[src/rtl/uart_tx_fifo.sv]
// UART transmitter with a small write FIFO in front of it.
// Frames are start, LSB-first data, optional parity, then stop bits, sent back-to-back while data is queued.
module uart_tx_fifo #(
  parameter int unsigned DATA_BITS  = 8,
  parameter int unsigned PARITY     = 0,
  parameter int unsigned STOP_BITS  = 1,
  parameter int unsigned FIFO_DEPTH = 4,
  parameter int unsigned DIV_W      = 16
) (
  input  logic                          clk,
  input  logic                          rst_n,
  input  logic [DIV_W-1:0]              div,
  input  logic                          we,
  input  logic [7:0]                    din,
  output logic                          full,
  output logic                          empty,
  output logic [$clog2(FIFO_DEPTH):0]   level,
  output logic                          overrun,
  output logic                          tx
);

  localparam int unsigned AW = $clog2(FIFO_DEPTH);
  localparam int unsigned LW = AW + 1;
  localparam int unsigned BW = 3;

  typedef enum logic [2:0] {S_IDLE, S_START, S_DATA, S_PAR, S_STOP} state_t;

  state_t                r_state;
  logic [DATA_BITS-1:0]  r_mem [FIFO_DEPTH];
  logic [AW-1:0]         r_wp;
  logic [AW-1:0]         r_rp;
  logic [LW-1:0]         r_level;
  logic                  r_full;
  logic                  r_empty;
  logic                  r_overrun;
  logic                  r_tx;
  logic [DATA_BITS-1:0]  r_shift;
  logic                  r_par;
  logic [DIV_W-1:0]      r_div;
  logic [DIV_W-1:0]      r_cnt;
  logic [BW-1:0]         r_bit;

  logic                  w_push;
  logic                  w_pop;
  logic                  w_bit_end;
  logic                  w_frame_end;
  logic                  w_idle_nxt;
  logic [LW-1:0]         w_level_nxt;
  logic [DATA_BITS-1:0]  w_rd;
  logic [DIV_W-1:0]      w_div_eff;

  // Full is judged on pre-edge occupancy, so a same-cycle pop never rescues a write.
  always_comb begin
    w_push      = we && !r_full;
    w_bit_end   = (r_cnt == r_div - DIV_W'(1));
    w_frame_end = (r_state == S_STOP) && w_bit_end && (r_bit == BW'(STOP_BITS - 1));
    w_pop       = (r_level != '0) && ((r_state == S_IDLE) || w_frame_end);
    w_idle_nxt  = !w_pop && ((r_state == S_IDLE) || w_frame_end);
    w_level_nxt = r_level + LW'(w_push) - LW'(w_pop);
    w_rd        = r_mem[r_rp];
    w_div_eff   = (div < DIV_W'(2)) ? DIV_W'(2) : div;
  end

  // Storage array is not reset; the pointers alone define its valid contents.
  always_ff @(posedge clk) begin
    if (w_push) r_mem[r_wp] <= din[DATA_BITS-1:0];
  end

  always_ff @(posedge clk or negedge rst_n) begin
    if (!rst_n) begin
      r_state   <= S_IDLE;
      r_wp      <= '0;
      r_rp      <= '0;
      r_level   <= '0;
      r_full    <= 1'b0;
      r_empty   <= 1'b1;
      r_overrun <= 1'b0;
      r_tx      <= 1'b1;
      r_shift   <= '0;
      r_par     <= 1'b0;
      r_div     <= '0;
      r_cnt     <= '0;
      r_bit     <= '0;
    end else begin
      r_level   <= w_level_nxt;
      r_full    <= (w_level_nxt == LW'(FIFO_DEPTH));
      r_empty   <= (w_level_nxt == '0) && w_idle_nxt;
      r_overrun <= we && r_full;
      if (w_push) r_wp <= r_wp + AW'(1);
      if (w_pop)  r_rp <= r_rp + AW'(1);

      if (w_pop) begin
        // Load the next frame, either from idle or straight out of the last stop bit.
        r_state <= S_START;
        r_shift <= w_rd;
        r_par   <= (^w_rd) ^ (PARITY == 1);
        r_div   <= w_div_eff;
        r_cnt   <= '0;
        r_bit   <= '0;
        r_tx    <= 1'b0;
      end else begin
        case (r_state)
          S_IDLE: r_tx <= 1'b1;
          S_START: begin
            if (w_bit_end) begin
              r_cnt   <= '0;
              r_state <= S_DATA;
              r_tx    <= r_shift[0];
            end else r_cnt <= r_cnt + DIV_W'(1);
          end
          S_DATA: begin
            if (w_bit_end) begin
              r_cnt <= '0;
              if (r_bit == BW'(DATA_BITS - 1)) begin
                r_bit <= '0;
                if (PARITY != 0) begin
                  r_state <= S_PAR;
                  r_tx    <= r_par;
                end else begin
                  r_state <= S_STOP;
                  r_tx    <= 1'b1;
                end
              end else begin
                r_bit   <= r_bit + BW'(1);
                r_shift <= r_shift >> 1;
                r_tx    <= r_shift[1];
              end
            end else r_cnt <= r_cnt + DIV_W'(1);
          end
          S_PAR: begin
            if (w_bit_end) begin
              r_cnt   <= '0;
              r_bit   <= '0;
              r_state <= S_STOP;
              r_tx    <= 1'b1;
            end else r_cnt <= r_cnt + DIV_W'(1);
          end
          S_STOP: begin
            if (w_bit_end) begin
              r_cnt <= '0;
              if (w_frame_end) begin
                r_state <= S_IDLE;
                r_bit   <= '0;
              end else r_bit <= r_bit + BW'(1);
              r_tx <= 1'b1;
            end else r_cnt <= r_cnt + DIV_W'(1);
          end
          default: begin
            r_state <= S_IDLE;
            r_tx    <= 1'b1;
          end
        endcase
      end
    end
  end

  assign full    = r_full;
  assign empty   = r_empty;
  assign level   = r_level;
  assign overrun = r_overrun;
  assign tx      = r_tx;

endmodule

[config.mk]
export PLATFORM = sky130hd
export DESIGN_NAME = uart_tx_fifo
export DESIGN_NICKNAME = d
export VERILOG_FILES = /design/src/rtl/uart_tx_fifo.sv
export SDC_FILE = /design/constraint.sdc
export NUM_CORES = 1
export LEC_CHECK = 0
export CAP_MARGIN = 20
export CORE_MARGIN = 2
export CORE_UTILIZATION = 44
export DETAILED_ROUTE_END_ITERATION = 8
export DONT_BUFFER_PORTS = 1
export HOLD_SLACK_MARGIN = 0.06
export SLEW_MARGIN = 20
export SYNTH_ARGS = -nofsm -noshare
export SYNTH_HDL_FRONTEND = slang
export SYNTH_SLANG_ARGS = --single-unit
[constraint.sdc]
create_clock -name clk -period 5.71 [get_ports clk]
set_input_delay 1.142 -clock clk [delete_from_list [all_inputs] [get_ports clk]]
set_output_delay 1.142 -clock clk [all_outputs]
set_load 0.01 [all_outputs]
==> flow_metrics.tcl, run 1 <==
set metrics [dict create \
    outcome "finished clean" \
    dr_total_vias 2969 \
    power_leakage_nw 1.884 \
    placeableCoreArea_um2 10280 \
    clock_insertion_delay_worst_skew_ns 0.37 \
    drive_above_1_share_pct 15.83 \
    ratio_of_total_power_to_cell_area_nw_per_um2 461.0 \
    grt_antenna_before_repair 0 \
    timing.final.crit_share_pct 82.96 \
    synth_area_per_cell_um2 11.60 \
    timing.final.ws_setup_ns 0.9731 \
    floorplan.die.width_um 106.5 \
    cts-buffers-inserted 9 \
    mostFrequentLayoutCell "sky130_fd_sc_hd__dfrtp_1" \
    cts_resized 0 \
    clock_tree_from_tritoncts "yes" \
    synth_xor_area_share_pct 4.543 \
    finalNetCount 432 \
    net_count_of_the_mapped_netlist 438 \
    finalNonFillerCells 534 \
    final_cell_mix "55 x sky130_fd_sc_hd__dfrtp_1, 37 x sky130_fd_sc_hd__nand2_1, 32 x sky130_fd_sc_hd__edfxtp_1" \
    post_synth_main_area_contributors "sky130_fd_sc_hd__dfrtp_1 30%, sky130_fd_sc_hd__edfxtp_1 21%, sky130_fd_sc_hd__mux4_2 3.9%" \
    asyncSetResetFlopFracSynth_pct 64.04 \
    syn_area_um2 4627 \
    io_pins 34 \
    netlist.top_cell.by_area "sky130_fd_sc_hd__dfrtp_1" \
    wire_per_inst_um 16.68 \
    fmaxAchievable_mhz 211.1 \
    critical_path.max_fanout 5 \
    post_layout_min_period_ns 4.737 \
    setup_viol 0 \
    synth_cell_types 60 \
    hp-class "in -> async" \
    grt-ovfl-total 0 \
    clock_tree.root_cell "sky130_fd_sc_hd__clkbuf_8" \
    timing_worst_slew_pin_value_ns 0.7169 \
    globalplace.congestion 0.7713 \
    timing.setup.critical_path_class "reg -> reg" \
    synth_mux_area_share_pct 10.14 \
    clk_transition_reported_paths_ns 0.10 \
    worst_clock_skew_ns 0.01554 \
    grt_setup_unrepaired "false" \
    synth_ff_type "sky130_fd_sc_hd__dfrtp_1" \
    overall_global_routing_usage_pct 16.93 \
    start_util_pct 45.02 \
    via_count_of_the_first_global_routing_pass 3075 \
    std_cell_rows 37 \
    tritoncts_sinks 89 \
    layout.filler_cells 957 \
    critical_path_arrival_ns 5.01 \
    worst_slew_margin_rel_pct 52.20 \
    timing_max_transition_violations_final 0 \
    initialDrtViolationCount 193 \
    buffers_on_ports 0 \
    cp-start-kind "flop" \
    ctsHoldBuffers 0 \
    synth-seq-area-share_pct 51.65 \
    peakVddDrop_uv 218.8 \
    htree_levels 3 \
    syn2layout_area_growth_pct 6.192 \
    dr.pass1.iters 4 \
    routed_via_density 5.560 \
    synthesis.instances 399 \
    antenna_cell_count 0 \
    drv_cap 0 \
    count_of_state_elements_after_synthesis 89 \
    yosys.area_share.simple_pct 16.47 \
    cts.repair_timing.setup_buffer_count 0 \
    totalWireLength_um 8906 \
    synthAdderAreaFrac_pct 3.407 \
    synth-compound-area-share_pct 9.924 \
    grt_pass1_wl_um 14990 \
    place_inst 518 \
    synth.yosys.warnings 0 \
    die-area_um2 11350 \
    fraction_of_post_synthesis_cell_area_in_the_top_cell_type_by_area_pct 29.75 \
    ant_nets 0 \
    cts.path.max_buffers 2 \
    placement.setup.worst_slack_ns 0.9767 \
    synth_top_family_by_area "simple AND/OR/NAND/NOR gates" \
    required_ns 5.98 \
    totalPowerFinal_w 0.002265 \
    die_h_um 106.5 \
    synth-edff-count 32 \
    timing.critical_path.to_type "flop" \
    timing.final.hold_violations 0 \
    drc 0 \
    fin_setup_tns_ns 0 \
    dp_hpwl_um 6345 \
    grt_start_max_net_pins 58 \
]
[report_power, final]
| group | switching, W | internal, W | total (W) |
|---|---|---|---|
| sequential | 0.000237 | 0.000850 | 0.00109 |
| clock | 0.000259 | 0.000175 | 0.000434 |
| combinational | 0.000359 | 0.000384 | 0.000743 |
[path summary, 6_finish.rpt]
check | start | endpoint | slack (ns) | depth (start not counted)
min reg2reg | r_shift[7] | r_shift[6] | 0.52 | 2
max reg2reg | r_div[0] | empty | 0.97 | 16
min | rst_n | r_state[0] | 0.46 | 0
min in group clk | r_shift[7] | r_shift[6] | 0.52 | 2
max in group asynchronous | rst_n | tx | 5.06 | 0
max | r_div[0] | empty | 0.97 | 16
[logic make-up (layout without fill, tap and decap cells)]
| logic type | after synthesis | count (layout) |
|---|---|---|
| buffers and inverters | 38 | 37 |
| xor gates and xnor gates | 24 | 24 |
| and+or+nand+nor | 137 | 137 |
| muxes | 35 | 35 |
| adders and majority gates | 12 | 12 |
| AOI/OAI and AO/OA | 64 | 64 |
| DFF | 89 | 89 |
[synth_stat cells (all sizes together), types with 3 or more instances]
master and number:
xnor2 14, or4 4, mux4 8, mux2i 12, buf 10, a21oi 12
nand2 37, inv 19, a22o 4, and3 9, nand4 4, o21ai 22
clkbuf 9, nor3b 4, a21o 3, or3 6, a211oi 4, nor4 9
dfrtp 55, ha 11, xor2 10, and2 7, nand3 14, o31ai 5
mux2 15, edfxtp 32, nor3 12, or3b 3, nor2 21
[sequential cells by signal, summed over array words and instances (netlist names)]
register,flops
r_mem,32
r_cnt,16
r_div,16
r_shift,8
level,3
r_bit,3
r_state,3
r_rp,2
r_wp,2
empty,1
full,1
overrun,1
tx,1
[final cells by class]
type / count / area [µm²] / area share (%)
well taps: 136 / 170.2 / 3.463
multi-input cells: 272 / 2062 / 41.97
clock buffers: 9 / 123.9 / 2.521
clock inverters: 7 / 81.33 / 1.655
inverters: 19 / 71.32 / 1.451
repair buffers: 2 / 15.01 / 0.3056
flip-flops and latches: 89 / 2390 / 48.64
[routing by layer]
layer | GRT usage, % | vias up | part of all wire [%]
met3 | 4.966 | 4 | 4.1
met5 | 0 | - | 0
li1 | - | 1449 | -
met4 | 4.174 | 0 | 0.85
met1 | 20.91 | 1475 | 45
met2 | 29.26 | 41 | 50
[worst max-delay path, stage by stage (launching register included)]
cell                        delay, ns
sky130_fd_sc_hd__dfrtp_1         0.44
sky130_fd_sc_hd__inv_1           0.09
sky130_fd_sc_hd__ha_1            0.24
sky130_fd_sc_hd__nor3b_1         0.46
sky130_fd_sc_hd__nand3_2         0.17
sky130_fd_sc_hd__mux2i_1         0.16
sky130_fd_sc_hd__o221a_4         0.28
sky130_fd_sc_hd__or4_4           0.56
sky130_fd_sc_hd__o31ai_4         0.31
sky130_fd_sc_hd__ha_1            0.27
sky130_fd_sc_hd__inv_1           0.06
sky130_fd_sc_hd__ha_1            0.14
sky130_fd_sc_hd__inv_1           0.05
sky130_fd_sc_hd__fa_1            0.48
sky130_fd_sc_hd__inv_1           0.06
sky130_fd_sc_hd__or4_1           0.54
sky130_fd_sc_hd__a2111oi_2       0.34
[metrics by stage]
stage	utilization, %	hold WS [ns]	instance area (µm²)
after floorplan	-	0.4622	4627
after global placement	45.78	0.4964	4705
after detailed placement	45.81	0.4818	4708
after CTS	47.81	0.4394	4913
after global routing	47.81	0.4237	4913
final	47.81	0.4595	4913
Power figures use the tool's default switching activity.
==> run 2: changes to the inputs <==
Clock period 5.71 ns to 4.8 ns, I/O delays scaled along.
==> flow_metrics.tcl, run 2 (synthesis results as in run 1) <==
set metrics [dict create \
    outcome "finished clean" \
    dp_hpwl_um 6513 \
    cts.path.max_buffers 2 \
    timing_worst_slew_pin_value_ns 0.7008 \
    grt_start_max_net_pins 58 \
    die-area_um2 11350 \
    totalPowerFinal_w 0.002720 \
    grt-ovfl-total 0 \
    grt_pass1_wl_um 15280 \
    worst-r2r-cell-count 16 \
    delay_contributed_by_the_slowest_stage_of_the_critical_path_ns 0.55 \
    start_util_pct 45.02 \
    peakVddDrop_uv 302.3 \
    post_layout_min_period_ns 4.476 \
    wire_per_inst_um 16.79 \
    timing.final.crit_share_pct 93.25 \
    timing.critical_path.from "r_div[0]" \
    fin_setup_tns_ns 0 \
    r2r_setup_slack_ns 0.32 \
    ctsHoldBuffers 0 \
    critical_path.max_fanout 5 \
    overall_global_routing_usage_pct 17.34 \
    routed_via_density 5.562 \
    timing.setup.critical_path_class "reg -> reg" \
    cp-start-kind "flop" \
    required_ns 5.08 \
    layout.filler_cells 947 \
    floorplan.die.width_um 106.5 \
    drc 0 \
    cp-endpoint "empty" \
    std_cell_rows 37 \
    power_leakage_nw 1.896 \
    drv_cap 0 \
    buffers_on_ports 0 \
    fmaxAchievable_mhz 223.4 \
    timing.rr.end "empty" \
    die_h_um 106.5 \
    setup_viol 0 \
    cts_resized 0 \
    regToRegStartpoint "r_div[0]" \
    cts.repair_timing.setup_buffer_count 0 \
    dr.pass1.iters 4 \
    syn2layout_area_growth_pct 6.625 \
    hp-class "in -> async" \
    timing.critical_path.to_type "flop" \
    ratio_of_total_power_to_cell_area_nw_per_um2 551.3 \
    area.sequential_um2 2390 \
    crit_buf_inv 4 \
    final_cell_mix "55 x sky130_fd_sc_hd__dfrtp_1, 37 x sky130_fd_sc_hd__nand2_1, 32 x sky130_fd_sc_hd__edfxtp_1" \
    grt_antenna_before_repair 0 \
    io_pins 34 \
    largest_reg_flops 32 \
    critPathTopFamily "simple AND/OR/NAND/NOR gates" \
    drive_above_1_share_pct 16.50 \
    worst_clock_skew_ns 0.01284 \
    crit_cells 16 \
    ant_nets 0 \
    via_count_of_the_first_global_routing_pass 3155 \
    clk_transition_reported_paths_ns 0.10 \
    grt_setup_unrepaired "false" \
    cts-buffers-inserted 9 \
    globalplace.congestion 0.8211 \
    finalHoldWorstSlack_ns 0.2654 \
    placeableCoreArea_um2 10280 \
    tritoncts_sinks 89 \
    cp_cell_sequence "inv_1 -> ha_1 -> nor3b_2 -> nand3_2 -> mux2i_1 -> o221a_4 -> or4_4 -> o31ai_4 -> ha_1 -> inv_1 -> ha_1 -> inv_1 -> fa_1 -> inv_1 -> or4_1 -> a2111oi_2" \
    antenna_cell_count 0 \
    worst_slew_margin_rel_pct 53.27 \
    timing.final.hold_violations 0 \
    htree_levels 3 \
    initialDrtViolationCount 158 \
    layout_top_registers "r_mem: 32 flops, r_cnt: 16 flops, r_div: 16 flops" \
    clock_tree.root_cell "sky130_fd_sc_hd__clkbuf_8" \
    dr_total_vias 2981 \
    timing_max_transition_violations_final 0 \
    multi_input_area_um2 2067 \
    mostFrequentLayoutCell "sky130_fd_sc_hd__dfrtp_1" \
    clock_insertion_delay_worst_skew_ns 0.38 \
    totalWireLength_um 9001 \
    crit_path_top_delay_cell "sky130_fd_sc_hd__or4_4" \
    clock_tree_from_tritoncts "yes" \
    regMostFlops "r_mem" \
    critical_path_arrival_ns 4.75 \
    finalNetCount 434 \
    cp_common_cell "sky130_fd_sc_hd__inv_1" \
]
==> run 2: changes by cell type in the layout (fill, tap and decap cells not counted) <==
cell                       delta
sky130_fd_sc_hd__nor3b_2      +1
sky130_fd_sc_hd__clkinv_4     -1
sky130_fd_sc_hd__buf_4        +2
sky130_fd_sc_hd__nor3b_1      -1
sky130_fd_sc_hd__inv_6        +1
==> run 2: power breakdown <==
| group | switching [W] | total [W] | internal [W] |
|---|---|---|---|
| registers | 0.000275 | 0.00129 | 0.00101 |
| logic | 0.000447 | 0.000912 | 0.000465 |
| clock network | 0.000312 | 0.000521 | 0.000208 |
==> run 2: area by class of cell <==
type / count / share of cell area, %
flip-flops and latches: 89 / 48.44
multi-input cells: 272 / 41.90
well taps: 136 / 3.449
clock buffers: 9 / 2.511
clock inverters: 7 / 1.648
inverters: 19 / 1.446
repair buffers: 4 / 0.6087
==> run 2: how the worst min path moves through the flow <==
stage	cells past startpoint	slack, ns	to	start
floorplan	2	0.46	r_shift[3]	r_shift[4]
global placement	2	0.49	r_shift[6]	r_shift[7]
detailed placement	2	0.49	r_shift[6]	r_shift[7]
CTS	0	0.24	r_rp[0]	rst_n
global route	0	0.24	r_rp[0]	rst_n
finish	0	0.27	r_cnt[2]	rst_n
==> run 2: worst reg2reg max path: stages (launching register included) <==
cell and delay, ns:
sky130_fd_sc_hd__dfrtp_1 0.45, sky130_fd_sc_hd__inv_1 0.10, sky130_fd_sc_hd__ha_1 0.23, sky130_fd_sc_hd__nor3b_2 0.27, sky130_fd_sc_hd__nand3_2 0.14, sky130_fd_sc_hd__mux2i_1 0.16
sky130_fd_sc_hd__o221a_4 0.29, sky130_fd_sc_hd__or4_4 0.55, sky130_fd_sc_hd__o31ai_4 0.29, sky130_fd_sc_hd__ha_1 0.27, sky130_fd_sc_hd__inv_1 0.06, sky130_fd_sc_hd__ha_1 0.13
sky130_fd_sc_hd__inv_1 0.04, sky130_fd_sc_hd__fa_1 0.47, sky130_fd_sc_hd__inv_1 0.07, sky130_fd_sc_hd__or4_1 0.53, sky130_fd_sc_hd__a2111oi_2 0.33
==> run 2: through the flow <==
step / utilization, % / cells / cell area [µm²] / worst slack [ns]
2_1_floorplan: - / 399 / 4627 / 0.07757
3_3_place_gp: 45.92 / 520 / 4720 / 0.3211
3_5_place_dp: 45.96 / 520 / 4723 / 0.2104
4_1_cts: 47.95 / 536 / 4928 / 0.1774
5_1_grt: 48.00 / 536 / 4933 / 0.005044
6_report: 48.00 / 536 / 4933 / 0.3240
==> run 2: metal layers <==
metal / vias up / wire, µm / global-route usage, %
met5: - / 0 / 0
met4: 0 / 225 / 6.679
met3: 18 / 454 / 5.334
met2: 46 / 4385 / 28.66
met1: 1468 / 3935 / 21.35
li1: 1449 / - / -
